==> src/rtl/note_arbiter.sv <==
// Shares the buzzer between keyboard (priority, pre-empts) and song playback; all outputs registered, 1-cycle event latency.
// Define NOTE_ARB_GAP_EN to insert GAP_CYCLES of silence on every note change; otherwise notes switch directly.
module note_arbiter #(
  parameter int GAP_CYCLES  = 2000,
  parameter int KEY_TIMEOUT = 50000
) (
  input  logic       iClk,
  input  logic       iReset,
  input  logic       iKey_Valid,
  input  logic [7:0] iKey_Code,
  input  logic       iSong_Enable,
  input  logic [7:0] iSong_Code,
  output logic [7:0] oFreq_Data,
  output logic       oRing,
  output logic [1:0] oSource,
  output logic       oSong_Pause
);

  if (GAP_CYCLES < 1) begin : g_gap_check
    $error("note_arbiter: GAP_CYCLES must be >= 1");
  end

  typedef enum logic [1:0] {
    S_IDLE,
    S_SONG,
    S_KEY
`ifdef NOTE_ARB_GAP_EN
    , S_GAP
`endif
  } state_t;

  localparam logic [1:0] SRC_NONE = 2'b00;
  localparam logic [1:0] SRC_KEY  = 2'b01;
  localparam logic [1:0] SRC_SONG = 2'b10;

  // Timer holds cycles since the last strobe minus one, so exit happens on the KEY_TIMEOUT-th cycle.
  localparam int TW = (KEY_TIMEOUT > 0) ? $clog2(KEY_TIMEOUT + 1) : 1;
  localparam logic [TW-1:0] TO_LAST = (KEY_TIMEOUT >= 2) ? TW'(KEY_TIMEOUT - 2) : '0;
  localparam logic [TW-1:0] TO_MAX  = '1;

  logic key_on, song_on;
  assign key_on  = iKey_Valid && (iKey_Code != 8'h00);
  assign song_on = iSong_Enable && (iSong_Code != 8'h00);

  state_t        state_q, state_d;
  logic [7:0]    freq_q, freq_d;
  logic          ring_q, ring_d;
  logic [1:0]    src_q, src_d;
  logic          pause_q, pause_d;
  logic [TW-1:0] timer_q, timer_d;

`ifdef NOTE_ARB_GAP_EN
  typedef enum logic [1:0] {P_NONE, P_KEY, P_SONG} pend_t;
  localparam int GW = $clog2(GAP_CYCLES + 1);
  localparam logic [GW-1:0] GAP_LAST = GW'(GAP_CYCLES - 1);

  logic [GW-1:0] gap_q, gap_d;
  pend_t         pend_q, pend_d;
  logic [7:0]    pcode_q, pcode_d;
`endif

  always_comb begin
    state_d = state_q;
    freq_d  = freq_q;
    timer_d = timer_q;
`ifdef NOTE_ARB_GAP_EN
    gap_d   = gap_q;
    pend_d  = pend_q;
    pcode_d = pcode_q;
`endif
    case (state_q)
      S_IDLE: begin
        if (key_on) begin
          state_d = S_KEY;
          freq_d  = iKey_Code;
          timer_d = '0;
        end else if (song_on) begin
          state_d = S_SONG;
          freq_d  = iSong_Code;
        end
      end
      S_SONG: begin
        if (key_on) begin
`ifdef NOTE_ARB_GAP_EN
          state_d = S_GAP;
          gap_d   = '0;
          pend_d  = P_KEY;
          pcode_d = iKey_Code;
`else
          state_d = S_KEY;
          freq_d  = iKey_Code;
          timer_d = '0;
`endif
        end else if (!song_on) begin
          state_d = S_IDLE;
        end else if (iSong_Code != freq_q) begin
`ifdef NOTE_ARB_GAP_EN
          state_d = S_GAP;
          gap_d   = '0;
          pend_d  = P_SONG;
`else
          freq_d  = iSong_Code;
`endif
        end
      end
      S_KEY: begin
        if (iKey_Valid) begin
          timer_d = '0;
          if (iKey_Code == 8'h00) begin
            state_d = S_IDLE;
          end else if (iKey_Code != freq_q) begin
`ifdef NOTE_ARB_GAP_EN
            state_d = S_GAP;
            gap_d   = '0;
            pend_d  = P_KEY;
            pcode_d = iKey_Code;
`else
            freq_d  = iKey_Code;
`endif
          end
        end else if ((KEY_TIMEOUT != 0) && (timer_q >= TO_LAST)) begin
          state_d = S_IDLE;
        end else if (timer_q != TO_MAX) begin
          timer_d = timer_q + 1'b1;
        end
      end
`ifdef NOTE_ARB_GAP_EN
      S_GAP: begin
        // Key events retarget the pending owner without restarting the silence.
        if (key_on) begin
          pend_d  = P_KEY;
          pcode_d = iKey_Code;
        end else if (iKey_Valid) begin
          pend_d  = P_NONE;
        end
        if (gap_q == GAP_LAST) begin
          case (pend_d)
            P_KEY: begin
              state_d = S_KEY;
              freq_d  = pcode_d;
              timer_d = '0;
            end
            P_SONG: begin
              if (song_on) begin
                state_d = S_SONG;
                freq_d  = iSong_Code;
              end else begin
                state_d = S_IDLE;
              end
            end
            default: state_d = S_IDLE;
          endcase
        end else begin
          gap_d = gap_q + 1'b1;
        end
      end
`endif
      default: state_d = S_IDLE;
    endcase

    if (state_d == S_IDLE) freq_d = '0;
`ifdef NOTE_ARB_GAP_EN
    if (state_d == S_GAP) freq_d = '0;
`endif
    ring_d  = (state_d == S_SONG) || (state_d == S_KEY);
    src_d   = (state_d == S_SONG) ? SRC_SONG : (state_d == S_KEY) ? SRC_KEY : SRC_NONE;
    pause_d = (state_d == S_KEY);
`ifdef NOTE_ARB_GAP_EN
    if ((state_d == S_GAP) && (pend_d == P_KEY)) pause_d = 1'b1;
`endif
  end

  always_ff @(posedge iClk) begin
    if (iReset) begin
      state_q <= S_IDLE;
      freq_q  <= '0;
      ring_q  <= 1'b0;
      src_q   <= SRC_NONE;
      pause_q <= 1'b0;
      timer_q <= '0;
`ifdef NOTE_ARB_GAP_EN
      gap_q   <= '0;
      pend_q  <= P_NONE;
      pcode_q <= '0;
`endif
    end else begin
      state_q <= state_d;
      freq_q  <= freq_d;
      ring_q  <= ring_d;
      src_q   <= src_d;
      pause_q <= pause_d;
      timer_q <= timer_d;
`ifdef NOTE_ARB_GAP_EN
      gap_q   <= gap_d;
      pend_q  <= pend_d;
      pcode_q <= pcode_d;
`endif
    end
  end

  assign oFreq_Data  = freq_q;
  assign oRing       = ring_q;
  assign oSource     = src_q;
  assign oSong_Pause = pause_q;

endmodule

==> config.mk <==
export PLATFORM = sky130hd
export DESIGN_NAME = note_arbiter
export DESIGN_NICKNAME = d
export VERILOG_FILES = /design/src/rtl/note_arbiter.sv
export SDC_FILE = /design/constraint.sdc
export NUM_CORES = 1
export LEC_CHECK = 0
export ABC_AREA = 1
export CAP_MARGIN = 10
export CORE_UTILIZATION = 49
export DETAILED_ROUTE_END_ITERATION = 7
export GPL_TIMING_DRIVEN = 0
export PLACE_DENSITY = 0.76
export SYNTH_ARGS = -nofsm -noshare
export SYNTH_HDL_FRONTEND = slang
export SYNTH_SLANG_ARGS = --single-unit
==> constraint.sdc <==
create_clock -name iClk -period 2 [get_ports iClk]
set_input_delay 0.4 -clock iClk [delete_from_list [all_inputs] [get_ports iClk]]
set_output_delay 0.4 -clock iClk [all_outputs]
set_load 0.03 [all_outputs]
==> impl_results.md, run 1 <==
- Area share of fa/ha/maj cells after synthesis: 2.92%
- FF-to-FF Start: timer_q[1]$_SDFFE_PP0P_
- CP Class: in2reg
- Input/output buffers: 30
- Post-synthesis mux area share: 0%
- Clock skew: 4.85 ps
- Synth warn: 0
- Fin. max-slew vios: 0
- Drt wl/cell: 11.1 um
- Cell row count: 23
- Worst setup path endpoint: oSource[0]$_SDFF_PP0_
- CP startpoint kind: primary input
- Core Area: 4090 um^2
- DIE WIDTH: 68.1 um
- Switch share: 33.7%
- Critical-path maximum fanout: 3
- Compound-Gate Fraction of Synth Area: 8.29%
- Clk root buf: clkbuf_8
- DRC: 0
- Full die area: 4640 um^2
- Cells after synthesis: 365
- Met3 GRT Util: 4.17%
- First-pass GRT wire length: 8240 um
- Slew HR: 72.7%
- Diode count: 0
- Crit path DAT: 2060 ps
- Clock transition at path regs: 70 ps
- Maxcap violations: 0
- M1 GR Usage: 33.3%
- Post-synth EDFFs: 0
- CP startpoint: iKey_Code[7]
- Combinational Power Share: 28.2%
- Clock Path Buffers: 2
- Mapped Area: 2140 um^2
- Number of buffers created by CTS: 5
- Register bit count reported by yosys: 30
- Sink Count: 30
- Reg2reg path depth: 15
- Pwr dens: 628 nW/um^2
- Critical Path RT: 2160 ps
- Vias/cell: 4.86
- Setup violations, final: 0
- Largest family of logic cells by synthesized area: simple AND/OR/NAND/NOR gates
- Worst path bufs/invs: 4
- Cell taking the most area after synthesis: dfxtp_1
- Post-Synth Simple-Gate Area: 45.2%
- Max incr delay on CP: 450 ps
- Smallest hold slack: 481 ps
- F_max: 525 MHz
- Largest net degree at the start of global routing: 11
- Hpwl dp: 3780 um
- H-tree Lvls: 2
- CTS tree: done
- Post-synthesis area per instance: 5.87 um^2
- Synth top cells by count: nand2_1 (103), nor2_1 (73), inv_1 (53)
- Area grow syn2layout: 25.7%
- Worst Hold Class: in2reg
- Final WL: 5100 um
- Period minus WS final: 1900 ps
- CP endpoint kind: flop
- Most frequent CP cell: nor2_1
- Crit path max-delay family: buffers and inverters
- IO Count: 32
- Gr busiest metal: met2
- Net count, final: 432
- Sequential share of power: 41.1%
- Synth top area share: 28.0%
- Placed Area: 2510 um^2
- Vias: 2227
- Remaining antenna violation count: 0
- Count leader, synth: nand2_1
- DR pass1 iterations: 4
- Die span in y: 68.1 um
- Pleak: 1.26 nW
- Synth async-reset ratio: 0%
- Iter 0 DRT Violations: 222
- Synth unique cells: 29
- Synth Area in XOR/XNOR: 3.27%
- Syn nets: 390
- CP max stage cell: clkdlybuf4s50_1
- Reg2Reg Setup Slack: 150 ps
- GP Congestion: 0.878
- Fin crit share: 95.2%
- Cell Int Power: 0.00112 W
- Starting density of the core: 52.4%
- Total track usage: 23.9%
- Max VDD drop: 0.000512 V
- Worst-skew pair later-pin latency: 280 ps
- Vias in the first global route: 1914
- Worst path depth: 11
- Main synth FF type: dfxtp_1
- Top post-synthesis cells by area: dfxtp_1 (28%), nand2_1 (18%), nor2_1 (13%), inv_1 (9.3%), nand3_1 (5.8%)
- FF-to-FF End: oFreq_Data[4]$_SDFFE_PP0P_
- Switch Pwr: 0.000571 W
- Final hold viol count: 0
- Clk pwr share: 30.7%
- Status: finished clean
- Worst-Margin Slew: 409 ps
- Critical-path cell list: clkdlybuf4s50_1 -> nor2_1 -> nand2_1 -> nor2_1 -> inv_2 -> o211ai_1 -> nand2_2 -> buf_4 -> ha_1 -> inv_1 -> nor3_1
- Post-Layout Inst Area: 2690 um^2
- Antenna violations before repair: 0
- GR Util met2: 36.0%
- Sequential element share of the synthesized area: 28.0%
- Layout cells sized above 1: 12.7%
- Overflow after GRT: 0
==> worst min-delay path by stage <==
stage,from,slack (ps),cells past startpoint,end
3_3_place_gp,timer_q[8]$_SDFFE_PP0P_,510,2,timer_q[8]$_SDFFE_PP0P_
6_report,iReset,480,2,oSong_Pause$_SDFF_PP0_
4_1_cts,iReset,470,2,oSong_Pause$_SDFF_PP0_
5_1_grt,iReset,510,2,oSong_Pause$_SDFF_PP0_
2_1_floorplan,timer_q[9]$_SDFFE_PP0P_,470,2,timer_q[9]$_SDFFE_PP0P_
3_5_place_dp,timer_q[9]$_SDFFE_PP0P_,510,2,timer_q[9]$_SDFFE_PP0P_
==> final cells by class <==
cell class	instances	area, um^2
Sequential cell	30	606
Clock inverter	2	12.5
Timing Repair Buffer	35	340
Fill cell	390	1390
Buffer	7	53.8
Inverter	56	213
Multi-Input combinational cell	272	1320
Tap cell	50	62.6
Clock buffer	6	82.6
==> metal layers <==
layer | vias to the layer above | share of wire (%)
li1 | 1196 | -
met1 | 974 | 51
met2 | 49 | 42
met3 | 8 | 4.9
met4 | 0 | 1.4
met5 | - | 0
==> cell families (layout without fill, tap and decap cells) <==
logic type / count (synthesis) / after routing
AND/OR/NAND/NOR: 226 / 226
buffers and inverters: 63 / 106
AO/OA/AOI/OAI: 33 / 33
flip-flops: 30 / 30
XOR/XNOR: 8 / 8
adder cells (fa/ha/maj): 5 / 5
==> sequential cells by signal, summed over array words and instances, names as in the netlist <==
register	flops
oSource	2
oRing	1
oFreq_Data	8
oSong_Pause	1
timer_q	16
state_q	2
==> per-stage QoR <==
step	std cells	total power, W	utilization (%)	setup TNS, ps	setup WS [ps]
after floorplan	365	0.00100	-	0	128
after global placement	445	0.00114	61.3	-5220	-502
after detailed placement	445	0.00115	61.3	-5730	-552
after CTS	453	0.00168	63.9	0	25.8
after global routing	458	0.00179	65.9	-26.2	-26.2
final	458	0.00169	65.9	0	95.6
==> cells in the final DEF (no fill, tap or decap) <==
cell,netlist,final
nand2_1,103,100
nor2_1,73,72
inv_1,53,50
clkdlybuf4s50_1,0,29
dfxtp_1,30,28
nand3_1,25,24
o21ai_0,18,18
buf_4,2,8
a21oi_1,8,8
nand2_2,4,7
nor2_2,6,6
xor2_1,6,6
clkbuf_8,0,6
inv_2,2,5
nor3_1,5,5
nand4_1,3,3
nor2_4,2,3
nand2_4,3,3
o21ai_1,3,3
ha_1,5,3
nand3_2,1,2
buf_6,2,2
xnor2_1,2,2
ha_4,0,2
o211ai_1,1,1
inv_4,1,1
o21bai_1,1,1
o311ai_0,1,1
clkbuf_1,1,1
nor3_2,1,1
buf_2,2,1
a21oi_2,1,1
clkinvlp_4,0,1
clkinv_2,0,1
dlymetal6s2s_1,0,1
dfxtp_4,0,1
dfxtp_2,0,1
==> power by group through the flow <==
stage / clock network, W / registers [W] / logic [W]
2_1_floorplan: 0 / 0.000740 / 0.000261
3_3_place_gp: 0 / 0.000707 / 0.000436
3_5_place_dp: 0 / 0.000708 / 0.000442
4_1_cts: 0.000533 / 0.000694 / 0.000448
6_report: 0.000520 / 0.000696 / 0.000476
5_1_grt: 0.000556 / 0.000702 / 0.000532
==> repair_timing <==
item | CTS | global route
endpoints found under the setup margin | 8 | 9
pin swaps | 1 | 6
buffers inserted | 0 | 5
gates resized for setup | 3 | 16
hold buffers | 0 | 0
==> worst reg2reg max path: stages (launching register included) <==
cell	delay, ps
dfxtp_1	380
ha_4	180
inv_2	40
nor2_1	30
nand3_1	60
nand2_1	50
inv_1	60
nand2_2	50
nand2_1	50
o211ai_1	130
nand2_2	120
inv_2	60
ha_4	150
nor2_4	220
nand2_1	90
nor2_1	110
Power figures use the tool's default switching activity.
==> run 2, diff against run 1 <==
--- a/config.mk
+++ b/config.mk
@@ -10,7 +10,9 @@
 export CORE_UTILIZATION = 49
 export DETAILED_ROUTE_END_ITERATION = 7
 export GPL_TIMING_DRIVEN = 0
-export PLACE_DENSITY = 0.76
+export HOLD_SLACK_MARGIN = 0.06
+export PLACE_DENSITY_LB_ADDON = 0.05
+export RECOVER_POWER = 50
 export SYNTH_ARGS = -nofsm -noshare
 export SYNTH_HDL_FRONTEND = slang
 export SYNTH_SLANG_ARGS = --single-unit
==> run 2 against run 1 <==
Via count up 0.45%. Maximum frequency down 2.2%. Register-to-register slack worse by 50 ps. Hold slack worse by 10 ps. Sequential power about the same. Non-clock buffer count up 2. Clock-buffer cell count up 1. Final cell count up 0.44%. Sequential cell count unchanged. Die area unchanged. Utilization up 0.092 points.
==> impl_results.md, run 2 (synthesis results as in run 1) <==
- Layout cells sized above 1: 12.4%
- Vias/cell: 4.86
- Combinational Power Share: 28.3%
- Core Area: 4090 um^2
- Setup WS pre-CTS: -591 ps
- Total power: 0.00169 W
- Worst-skew pair later-pin latency: 290 ps
- Maxcap violations: 0
- Worst Hold Class: in2reg
- Max FFs per register: 16
- Pleak: 1.32 nW
- Pwr dens: 628 nW/um^2
- Smallest hold slack: 471 ps
- Input/output buffers: 30
- Clock skew: 5.71 ps
- Antenna violations before repair: 0
- Crit path DAT: 2130 ps
- Diode count: 0
- Overflow after GRT: 0
- CTS tree: done
- H-tree Lvls: 2
- Final WL: 5280 um
- Count of hold buffers inserted by post-cts repair: 0
- Full die area: 4640 um^2
- Sequential share of power: 41.0%
- Vias: 2237
- DRC: 0
- Setup violations, final: 0
- Drt wl/cell: 11.5 um
- Fillers: 385
- Hpwl dp: 3990 um
- Fin crit share: 97.4%
- Largest net degree at the start of global routing: 11
- Commonest non-fill, non-tap cell in the layout: nand2_1
- Worst-Margin Slew: 392 ps
- Total track usage: 24.5%
- Max incr delay on CP: 460 ps
- Starting density of the core: 52.4%
- Worst path bufs/invs: 4
- Sink Count: 30
- DIE WIDTH: 68.1 um
- Vias in the first global route: 1849
- Setup ws final: 52.4 ps
- Crit path max-delay family: buffers and inverters
- CP Class: in2reg
- Iter 0 DRT Violations: 121
- Setup TNS: 0 ps
- CP startpoint kind: primary input
- F_max: 513 MHz
- Area grow syn2layout: 25.9%
- Remaining antenna violation count: 0
- Max VDD drop: 0.000570 V
- First-pass GRT wire length: 8460 um
- CP endpoint kind: flop
- Clock Path Buffers: 2
- GP Congestion: 0.875
- CP max stage cell: clkdlybuf4s50_1
- Clk root buf: clkbuf_8
- Number of buffers created by CTS: 5
- Critical-path cell list: clkdlybuf4s50_1 -> nor2_1 -> nand2_1 -> nor2_2 -> inv_2 -> o211ai_1 -> nand2_2 -> inv_2 -> ha_4 -> nor2_4 -> buf_6 -> nand2_2 -> nor2_2
- Post-Layout Inst Area: 2700 um^2
- Clock transition at path regs: 70 ps
- Biggest register: timer_q
- Net count, final: 434
- Die span in y: 68.1 um
- Clk pwr share: 30.7%
- Critical-path maximum fanout: 6
- Most frequent cells in the layout: nand2_1 (101), nor2_1 (69), inv_1 (52), dfxtp_1 (28), nand3_1 (24)
- Placed Area: 2510 um^2
- Cell Int Power: 0.00112 W
- Status: finished clean
- Period minus WS final: 1950 ps
- Critical Path RT: 2190 ps
- Fin. max-slew vios: 0
- IO Count: 32
- Slew HR: 73.9%
- Switch share: 33.8%
- DR pass1 iterations: 4
- Final hold viol count: 0
- Switch Pwr: 0.000572 W
- Cell row count: 23
## run 2: cell types whose count changed in the layout (fill, tap and decap cells not counted), moves of 2 or more
cell | before | now
nor2_1 | 72 | 69
dlymetal6s2s_1 | 1 | 4
dlygate4sd3_1 | 0 | 6
buf_6 | 2 | 4
inv_1 | 50 | 52
inv_2 | 5 | 3
clkdlybuf4s50_1 | 29 | 20
nor2_2 | 6 | 10
## run 2: power groups by stage
stage	Combinational, W	Sequential (W)	Clock (W)
3_5_place_dp	0.000445	0.000709	0
4_1_cts	0.000455	0.000694	0.000531
6_report	0.000479	0.000695	0.000519
2_1_floorplan	0.000261	0.000740	0
5_1_grt	0.000533	0.000700	0.000566
3_3_place_gp	0.000438	0.000708	0
## run 2: cell type report
type	count	area [um^2]	area share [%]
buffer	7	53.8	1.99
clock buffer	7	86.3	3.20
clock inverter	1	5.00	0.186
inverter	56	213	7.88
multi-input combinational	272	1300	48.2
sequential	30	606	22.4
tap	50	62.6	2.32
timing repair buffer	37	370	13.7
## run 2: what timing repair did
item,CTS,global route
resized for setup,3,22
endpoints found under the hold margin,0,0
pin swaps,1,6
setup endpoints to repair,8,9
buffers inserted,1,6
gates cloned,0,0
## run 2: worst register-to-register path, stage by stage (launching register included)
cell      delay [ps]
dfxtp_2          330
inv_1             40
ha_1             190
inv_1             70
nor2_2            40
nand3_1           70
nand2_1           50
inv_1             60
nand2_2           50
nand2_1           50
o211ai_1         120
nand2_2          120
inv_2             60
ha_4             160
nor2_4           120
buf_6            150
nand2_2           60
nor2_2           100
## run 2: final timing paths
path,start,endpoint,slack [ps],cells past startpoint
max,iKey_Code[5],oFreq_Data[1]$_SDFFE_PP0P_,50,13
min,iReset,state_q[0]$_SDFF_PP0_,470,2
max reg2reg,timer_q[0]$_SDFFE_PP0P_,oFreq_Data[1]$_SDFFE_PP0P_,100,17
min reg2reg,timer_q[9]$_SDFFE_PP0P_,timer_q[9]$_SDFFE_PP0P_,530,2
## run 2: routing by layer
layer / vias up / track usage [%] / part of all wire, %
met1: 986 / 35.2 / 52
met3: 7 / 5.33 / 3.9
li1: 1202 / - / -
met4: 0 / 7.55 / 1.1
met5: - / 0 / 0
met2: 42 / 36.0 / 43
## run 2: stage by stage
step           instances  utilization (%)
2_1_floorplan        365                -
3_3_place_gp         445             61.3
3_5_place_dp         445             61.3
4_1_cts              454             64.0
5_1_grt              460             66.0
6_report             460             66.0
